==> config.mk <==
export PLATFORM = sky130hd
export DESIGN_NAME = mem_port_arbiter
export DESIGN_NICKNAME = d
export VERILOG_FILES = /design/src/rtl/mem_port_arbiter_pkg.sv /design/src/rtl/mem_port_arbiter_lane.sv /design/src/rtl/mem_port_arbiter.sv
export SDC_FILE = /design/constraint.sdc
export NUM_CORES = 1
export LEC_CHECK = 0
export ABC_CLOCK_PERIOD_IN_PS = 3300
export CAP_MARGIN = 20
export CORE_ASPECT_RATIO = 1.25
export CORE_MARGIN = 10
export CORE_UTILIZATION = 48
export DETAILED_ROUTE_END_ITERATION = 8
export PLACE_DENSITY_LB_ADDON = 0.08
export SLEW_MARGIN = 10
export SYNTH_ARGS = -nofsm -noshare
export SYNTH_HDL_FRONTEND = slang
export SYNTH_SLANG_ARGS = --single-unit
==> constraint.sdc <==
create_clock -name CLK -period 3.3 [get_ports CLK]
set_input_delay 0.33 -clock CLK [delete_from_list [all_inputs] [get_ports CLK]]
set_output_delay 0.33 -clock CLK [all_outputs]
set_load 0.05 [all_outputs]
==> src/rtl/mem_port_arbiter_pkg.sv <==
// Shared types for the IF/MEM single-port memory arbiter: FSM states, access
// size codes and the latched bus command payload.
package mem_port_arbiter_pkg;

   localparam int unsigned XLEN  = 32;
   localparam int unsigned BE_W  = XLEN / 8;
   localparam int unsigned CNT_W = 8;

   typedef enum logic [1:0] {
      ST_IDLE  = 2'd0,
      ST_DATA  = 2'd1,
      ST_INSTR = 2'd2,
      ST_DONE  = 2'd3
   } state_e;

   localparam logic [1:0] SZ_BYTE = 2'b00;
   localparam logic [1:0] SZ_HALF = 2'b01;
   localparam logic [1:0] SZ_WORD = 2'b10;

   typedef struct packed {
      logic            we;
      logic [XLEN-1:0] addr;
      logic [XLEN-1:0] wdata;
      logic [BE_W-1:0] be;
   } bus_cmd_t;

   // Mask of the right-justified bits that a given access size carries.
   function automatic logic [XLEN-1:0] size_mask(input logic [1:0] size);
      case (size)
         SZ_BYTE: size_mask = XLEN'(32'h0000_00FF);
         SZ_HALF: size_mask = XLEN'(32'h0000_FFFF);
         SZ_WORD: size_mask = XLEN'(32'hFFFF_FFFF);
         default: size_mask = XLEN'(32'hFFFF_FFFF);
      endcase
   endfunction

endpackage

==> src/rtl/mem_port_arbiter_lane.sv <==
// Byte-lane steering: byte enables and store data shifted to the address offset,
// load data extracted back to the right-justified, zero-extended form.
module mem_lane_align
   import mem_port_arbiter_pkg::*;
(
   input  logic [1:0]      size_i,
   input  logic [1:0]      offset_i,
   input  logic [XLEN-1:0] wdata_i,
   input  logic [XLEN-1:0] rdata_i,
   output logic [BE_W-1:0] be_o,
   output logic [XLEN-1:0] wdata_o,
   output logic [XLEN-1:0] rdata_o,
   output logic            misaligned_o
);

   logic [4:0] shamt;

   assign shamt = {offset_i, 3'b000};

   always_comb begin
      be_o         = 4'b1111;
      misaligned_o = 1'b0;
      case (size_i)
         SZ_BYTE: be_o = 4'b0001 << offset_i;
         SZ_HALF: begin
            be_o         = 4'b0011 << offset_i;
            misaligned_o = offset_i[0];
         end
         default: misaligned_o = |offset_i;
      endcase
      wdata_o = (wdata_i & size_mask(size_i)) << shamt;
      rdata_o = (rdata_i >> shamt) & size_mask(size_i);
   end

endmodule

==> src/rtl/mem_port_arbiter.sv <==
// Arbitrates one single-port memory bus between instruction fetch and the MEM
// stage; MEM has priority, each access is a req/ack handshake with a timeout.
module mem_port_arbiter
   import mem_port_arbiter_pkg::*;
#(
   parameter int unsigned TIMEOUT = 15
) (
   input  logic        CLK,
   input  logic        RESET,
   input  logic        if_req,
   input  logic [31:0] if_addr,
   output logic [31:0] if_rdata,
   output logic        if_ready,
   input  logic        mem_read,
   input  logic        mem_write,
   input  logic [1:0]  mem_size,
   input  logic [31:0] mem_addr,
   input  logic [31:0] mem_wdata,
   output logic [31:0] mem_rdata,
   output logic        mem_done,
   output logic        misalign_exc,
   output logic        bus_err,
   output logic        stall,
   output logic        bus_req,
   output logic        bus_we,
   output logic [31:0] bus_addr,
   output logic [31:0] bus_wdata,
   output logic [3:0]  bus_be,
   input  logic        bus_ack,
   input  logic [31:0] bus_rdata
);

   localparam logic [CNT_W-1:0] TMO_LAST = CNT_W'(TIMEOUT - 1);
   localparam logic [XLEN-1:0]  WORD_MSK = ~XLEN'(3);

   state_e           state_q;
   logic [CNT_W-1:0] cnt_q;
   bus_cmd_t         cmd_q;
   logic             bus_req_q;
   logic [1:0]       size_q;
   logic [1:0]       off_q;
   logic [XLEN-1:0]  mem_rdata_q;
   logic [XLEN-1:0]  if_rdata_q;
   logic             mem_done_q;
   logic             if_ready_q;
   logic             misalign_q;
   logic             bus_err_q;

   logic             mem_rw;
   logic [1:0]       al_size;
   logic [1:0]       al_off;
   logic [BE_W-1:0]  al_be;
   logic [XLEN-1:0]  al_wdata;
   logic [XLEN-1:0]  al_rdata;
   logic             al_misaligned;

   assign mem_rw = mem_read | mem_write;

   // Live request fields while deciding in IDLE, latched ones while the access runs.
   assign al_size = (state_q == ST_IDLE) ? mem_size      : size_q;
   assign al_off  = (state_q == ST_IDLE) ? mem_addr[1:0] : off_q;

   mem_lane_align u_lane (
      .size_i       (al_size),
      .offset_i     (al_off),
      .wdata_i      (mem_wdata),
      .rdata_i      (bus_rdata),
      .be_o         (al_be),
      .wdata_o      (al_wdata),
      .rdata_o      (al_rdata),
      .misaligned_o (al_misaligned)
   );

   always_ff @(posedge CLK or negedge RESET) begin
      if (!RESET) begin
         state_q     <= ST_IDLE;
         cnt_q       <= '0;
         cmd_q       <= '0;
         bus_req_q   <= 1'b0;
         size_q      <= SZ_BYTE;
         off_q       <= 2'b00;
         mem_rdata_q <= '0;
         if_rdata_q  <= '0;
         mem_done_q  <= 1'b0;
         if_ready_q  <= 1'b0;
         misalign_q  <= 1'b0;
         bus_err_q   <= 1'b0;
      end else begin
         mem_done_q <= 1'b0;
         if_ready_q <= 1'b0;
         misalign_q <= 1'b0;
         bus_err_q  <= 1'b0;
         case (state_q)
            ST_IDLE: begin
               if (mem_rw) begin
                  if (al_misaligned) begin
                     misalign_q <= 1'b1;
                     mem_done_q <= 1'b1;
                     state_q    <= ST_DONE;
                  end else begin
                     bus_req_q   <= 1'b1;
                     cmd_q.we    <= mem_write;
                     cmd_q.addr  <= mem_addr & WORD_MSK;
                     cmd_q.wdata <= al_wdata;
                     cmd_q.be    <= al_be;
                     size_q      <= mem_size;
                     off_q       <= mem_addr[1:0];
                     cnt_q       <= '0;
                     state_q     <= ST_DATA;
                  end
               end else if (if_req) begin
                  bus_req_q   <= 1'b1;
                  cmd_q.we    <= 1'b0;
                  cmd_q.addr  <= if_addr & WORD_MSK;
                  cmd_q.wdata <= '0;
                  cmd_q.be    <= 4'b1111;
                  cnt_q       <= '0;
                  state_q     <= ST_INSTR;
               end
            end
            ST_DATA, ST_INSTR: begin
               // Ack wins over a timeout that expires in the same cycle.
               if (bus_ack || (cnt_q == TMO_LAST)) begin
                  bus_req_q <= 1'b0;
                  cmd_q     <= '0;
                  cnt_q     <= '0;
                  bus_err_q <= ~bus_ack;
                  state_q   <= ST_DONE;
                  if (state_q == ST_DATA) begin
                     mem_done_q  <= 1'b1;
                     mem_rdata_q <= bus_ack ? al_rdata : '0;
                  end else begin
                     if_ready_q <= 1'b1;
                     if_rdata_q <= bus_ack ? bus_rdata : '0;
                  end
               end else begin
                  cnt_q <= cnt_q + CNT_W'(1);
               end
            end
            ST_DONE: state_q <= ST_IDLE;
            default: state_q <= ST_IDLE;
         endcase
      end
   end

   assign bus_req      = bus_req_q;
   assign bus_we       = cmd_q.we;
   assign bus_addr     = cmd_q.addr;
   assign bus_wdata    = cmd_q.wdata;
   assign bus_be       = cmd_q.be;
   assign mem_rdata    = mem_rdata_q;
   assign if_rdata     = if_rdata_q;
   assign mem_done     = mem_done_q;
   assign if_ready     = if_ready_q;
   assign misalign_exc = misalign_q;
   assign bus_err      = bus_err_q;

   // Stall is a function of the live pipeline requests; forced low during reset.
   assign stall = RESET & ((mem_rw & ~mem_done_q) | (if_req & ~if_ready_q & ~mem_rw));

endmodule

==> flow_summary.yaml <==
timing:
  relSlewSlack_pct: 50.9
  worst-slew-pin-transition_ps: 736
  max_freq_mhz: 382
  hold_violations: 0
  slew_violations: 0
  min_period_ps: 2620
  finClkSkew_ps: 11.3
  setup_tns_ps: 0
  finish_stage_setup_viols: 0
  rsz0062_at_grt: "no"
  fin_crit_sh_pct: 79.4
worst_setup_path:
  crit_start: "state_q[1]$_DFFE_PN0P_"
  cpLargestDelayFamily: "buffers and inverters"
  path_common_cell: "sky130_fd_sc_hd__buf_4"
  cp_max_stage_cell: "sky130_fd_sc_hd__dfrtp_1"
  critical-path-max-stage-delay_ps: 400
  setup.worst_path.end_class: "flip-flop"
  cp.depth: 8
  rr_worst_depth: 8
  critical_path_data_arrival_time_ps: 2930
  setup.reg_to_reg.worst_slack_ps: 680
  critical_path.startpoint_type: "flip-flop"
  cp_data_required_time_ps: 3610
  critPathKind: "flip-flop to flip-flop"
  timing.critical_path.cells: "inv_1 > ha_1 > buf_4 > mux2i_4 > buf_4 > mux2i_1 > nand2_1 > a32o_1"
  crit_path_max_fanout: 25
  reg2reg_to: "mem_rdata[2]$_DFFE_PN0P_"
  critical_path.reg2reg.startpoint: "state_q[1]$_DFFE_PN0P_"
  crit_path_end: "mem_rdata[2]$_DFFE_PN0P_"
  critical_path_buf_inv_count: 3
clock_network:
  numCtsBuffers: 17
  cts.reportedPaths.clkPinSlew_ps: 60
  ctsRootBufferMaster: "sky130_fd_sc_hd__clkbuf_16"
  tritoncts: "built"
  number_of_gates_resized_after_cts: 0
  clock_latency_reported_for_the_late_side_of_the_worst_skew_pair_ps: 430
  cts.htree.levels: 4
  largest_buffer_count_on_any_clock_path: 2
  cts_post_setup_buffers_inserted: 0
  cts_hold_buf: 1
  clock-sinks: 150
detailed_routing:
  detail_route.vias_per_cell: 5.77
  routed-via-count: 6813
  wl_microns: 25600
  route.detailed.drc: 0
  detail-route-antenna-nets: 0
  detailedRoute.firstPassIterationCount: 5
  routed_len_inst_microns: 21.7
  detailedRoute.firstIterationViolations: 734
pwr:
  clkPwrFrac_pct: 16.9
  power.ir.vdd_worst_mv: 0.581
  pwr_cell_area_nw_per_um2: 1110
  design_power_total_mw: 12.0
  combPwrFrac_pct: 58.2
  p_leak_nw: 4.66
  sequentialPowerShare_pct: 25.0
  switching_share_pct: 49.1
  p_int_mw: 6.12
  p_sw_mw: 5.91
floorplan:
  dieWidth_microns: 131
  rows: 50
  coreArea_sq_um: 15100
  floorplan.die.height_microns: 159
  design.die.area_sq_um: 20800
  initial_utilization_pct: 49.2
  pin_count: 275
global_route:
  antenna_found_initial: 0
  wire_length_of_the_first_global_routing_pass_microns: 39900
  gr-usage-all-layers_pct: 23.7
  use_met2_pct: 40.0
  globalRouteMet1Util_pct: 26.9
  global_route.usage.met3_pct: 7.88
  via_count_of_the_first_global_routing_pass: 7151
  remaining_global_route_overflow: 0
  top_usage_layer: "met2"
  maximum_number_of_pins_on_one_net_before_global_route_repair: 59
finish:
  drive_gt1_share_pct: 9.66
  finalNetCount: 1101
  multi_input_area_sq_um: 3340
  n_antenna_cell: 0
  nFillCells: 1137
  syn_to_final_growth_pct: 46.9
  postLayoutCellArea_sq_um: 10900
  regArea_sq_um: 3750
  final_cell_count_no_fill: 1181
synthesis:
  synth.yosys.seq_area_share_pct: 50.6
  synth_cell_type_count: 56
  synth_top_area_cell: "sky130_fd_sc_hd__dfrtp_1"
  yosysWarnings: 0
  synth.top_cell.area_share_pct: 50.6
  synth_ff_type: "sky130_fd_sc_hd__dfrtp_1"
  yosys_register_bits: 150
  postSynthCellCount: 705
  synth-async-reset-ratio_pct: 100
  synthTopCellsByCount: "150 x sky130_fd_sc_hd__dfrtp_1, 131 x sky130_fd_sc_hd__nand2_1, 68 x sky130_fd_sc_hd__o21ai_0"
  synth.area.top_cells: "sky130_fd_sc_hd__dfrtp_1 51%, sky130_fd_sc_hd__mux2i_1 7.6%, sky130_fd_sc_hd__nand2_1 6.6%"
  post_synth.cell_area_avg_sq_um: 10.5
  post_synth_instance_area_sq_um: 7410
  synth_edf_count: 0
  synthMostInstantiatedCell: "sky130_fd_sc_hd__dfrtp_1"
place:
  gp_congestion: 0.882
  detailed_place.area_sq_um: 10300
  place.detailed.instances: 1148
  port-buffer-count: 270
  place_hpwl_microns: 19400
flow_run:
  cap_viol_max_count: 0
hold_path:
  type_of_the_worst_min_delay_path: "input port to async pin"
run_status:
  run_status: "finished clean"
-- layout by cell type (no fill, tap or decap), types with 4 or more instances in the layout --
cell                                n
sky130_fd_sc_hd__a221oi_1           7
sky130_fd_sc_hd__nand2_1          131
sky130_fd_sc_hd__clkinvlp_4         4
sky130_fd_sc_hd__ha_1               5
sky130_fd_sc_hd__nand3_1           15
sky130_fd_sc_hd__o22ai_1           10
sky130_fd_sc_hd__buf_4             18
sky130_fd_sc_hd__nand2b_1           5
sky130_fd_sc_hd__nor2_1            15
sky130_fd_sc_hd__dfrtp_1          150
sky130_fd_sc_hd__nor2_2             6
sky130_fd_sc_hd__inv_1             13
sky130_fd_sc_hd__o31ai_1           11
sky130_fd_sc_hd__mux2i_1           54
sky130_fd_sc_hd__mux2_2             5
sky130_fd_sc_hd__o21ai_0           68
sky130_fd_sc_hd__and2_1             4
sky130_fd_sc_hd__o211ai_1           7
sky130_fd_sc_hd__a22o_1            43
sky130_fd_sc_hd__o2bb2ai_1         31
sky130_fd_sc_hd__clkbuf_16         17
sky130_fd_sc_hd__a31oi_1            9
sky130_fd_sc_hd__clkdlybuf4s50_1  268
sky130_fd_sc_hd__a32o_1             8
sky130_fd_sc_hd__o2bb2ai_2         10
-- final cells by class --
type | instances | area share (%)
Sequential cell | 150 | 34.5
Inverter | 14 | 0.483
Tap cell | 208 | 2.39
Clock buffer | 18 | 4.03
Timing Repair Buffer | 290 | 26.4
Multi-Input combinational cell | 487 | 30.6
Clock inverter | 14 | 1.60
-- per-stage QoR --
stage | hold WS, ps | setup WS [ps] | util, %
2_1_floorplan | 34.4 | 1320 | -
3_3_place_gp | 277 | 454 | 68.0
3_5_place_dp | 286 | 726 | 68.1
4_1_cts | 402 | 698 | 72.2
5_1_grt | 446 | 478 | 72.2
6_report | 400 | 681 | 72.2
-- kinds of logic (layout without fill, tap and decap cells) --
family / count (synthesis) / count (layout) / share of synthesized area (%)
muxes: 63 / 63 / 8.73
and+or+nand+nor: 193 / 193 / 11.3
DFF: 150 / 150 / 50.6
buffers and inverters: 69 / 336 / 4.88
AOI/OAI and AO/OA: 224 / 224 / 23.5
adders and majority gates: 5 / 5 / 0.844
other: 1 / 2 / 0.0506
-- state kept, by name (all words and copies together) (netlist names) --
register,flops
bus_err,1
bus_be,4
bus_req,1
misalign_exc,1
state_q,2
off_q,2
bus_we,1
bus_wdata,32
bus_addr,30
if_ready,1
cnt_q,8
mem_done,1
mem_rdata,32
size_q,2
if_rdata,32
-- power by group through the flow --
| stage | registers [mW] | clock network (mW) | logic, mW |
|---|---|---|---|
| 2_1_floorplan | 5.11 | 0 | 2.63 |
| 3_3_place_gp | 2.99 | 0 | 6.84 |
| 3_5_place_dp | 3.01 | 0 | 7.00 |
| 4_1_cts | 3.00 | 2.05 | 7.03 |
| 5_1_grt | 3.08 | 2.14 | 7.39 |
| 6_report | 3.01 | 2.03 | 7.00 |
-- per-layer routing --
layer / vias to the layer above / share of wire (%)
met3: 47 / 8.2
met2: 329 / 50
met5: - / 0
met1: 3339 / 39
met4: 0 / 2.9
li1: 3098 / -
-- worst min-delay path by stage --
stage,startpoint,end,cells after the start
floorplan,RESET,bus_addr[10]$_DFFE_PN0P_,0
global placement,RESET,if_rdata[10]$_DFFE_PN0P_,1
detailed placement,RESET,if_rdata[12]$_DFFE_PN0P_,1
CTS,RESET,if_rdata[1]$_DFFE_PN0P_,2
global route,RESET,if_rdata[1]$_DFFE_PN0P_,2
finish,RESET,if_rdata[1]$_DFFE_PN0P_,2
Power figures use the tool's default switching activity.
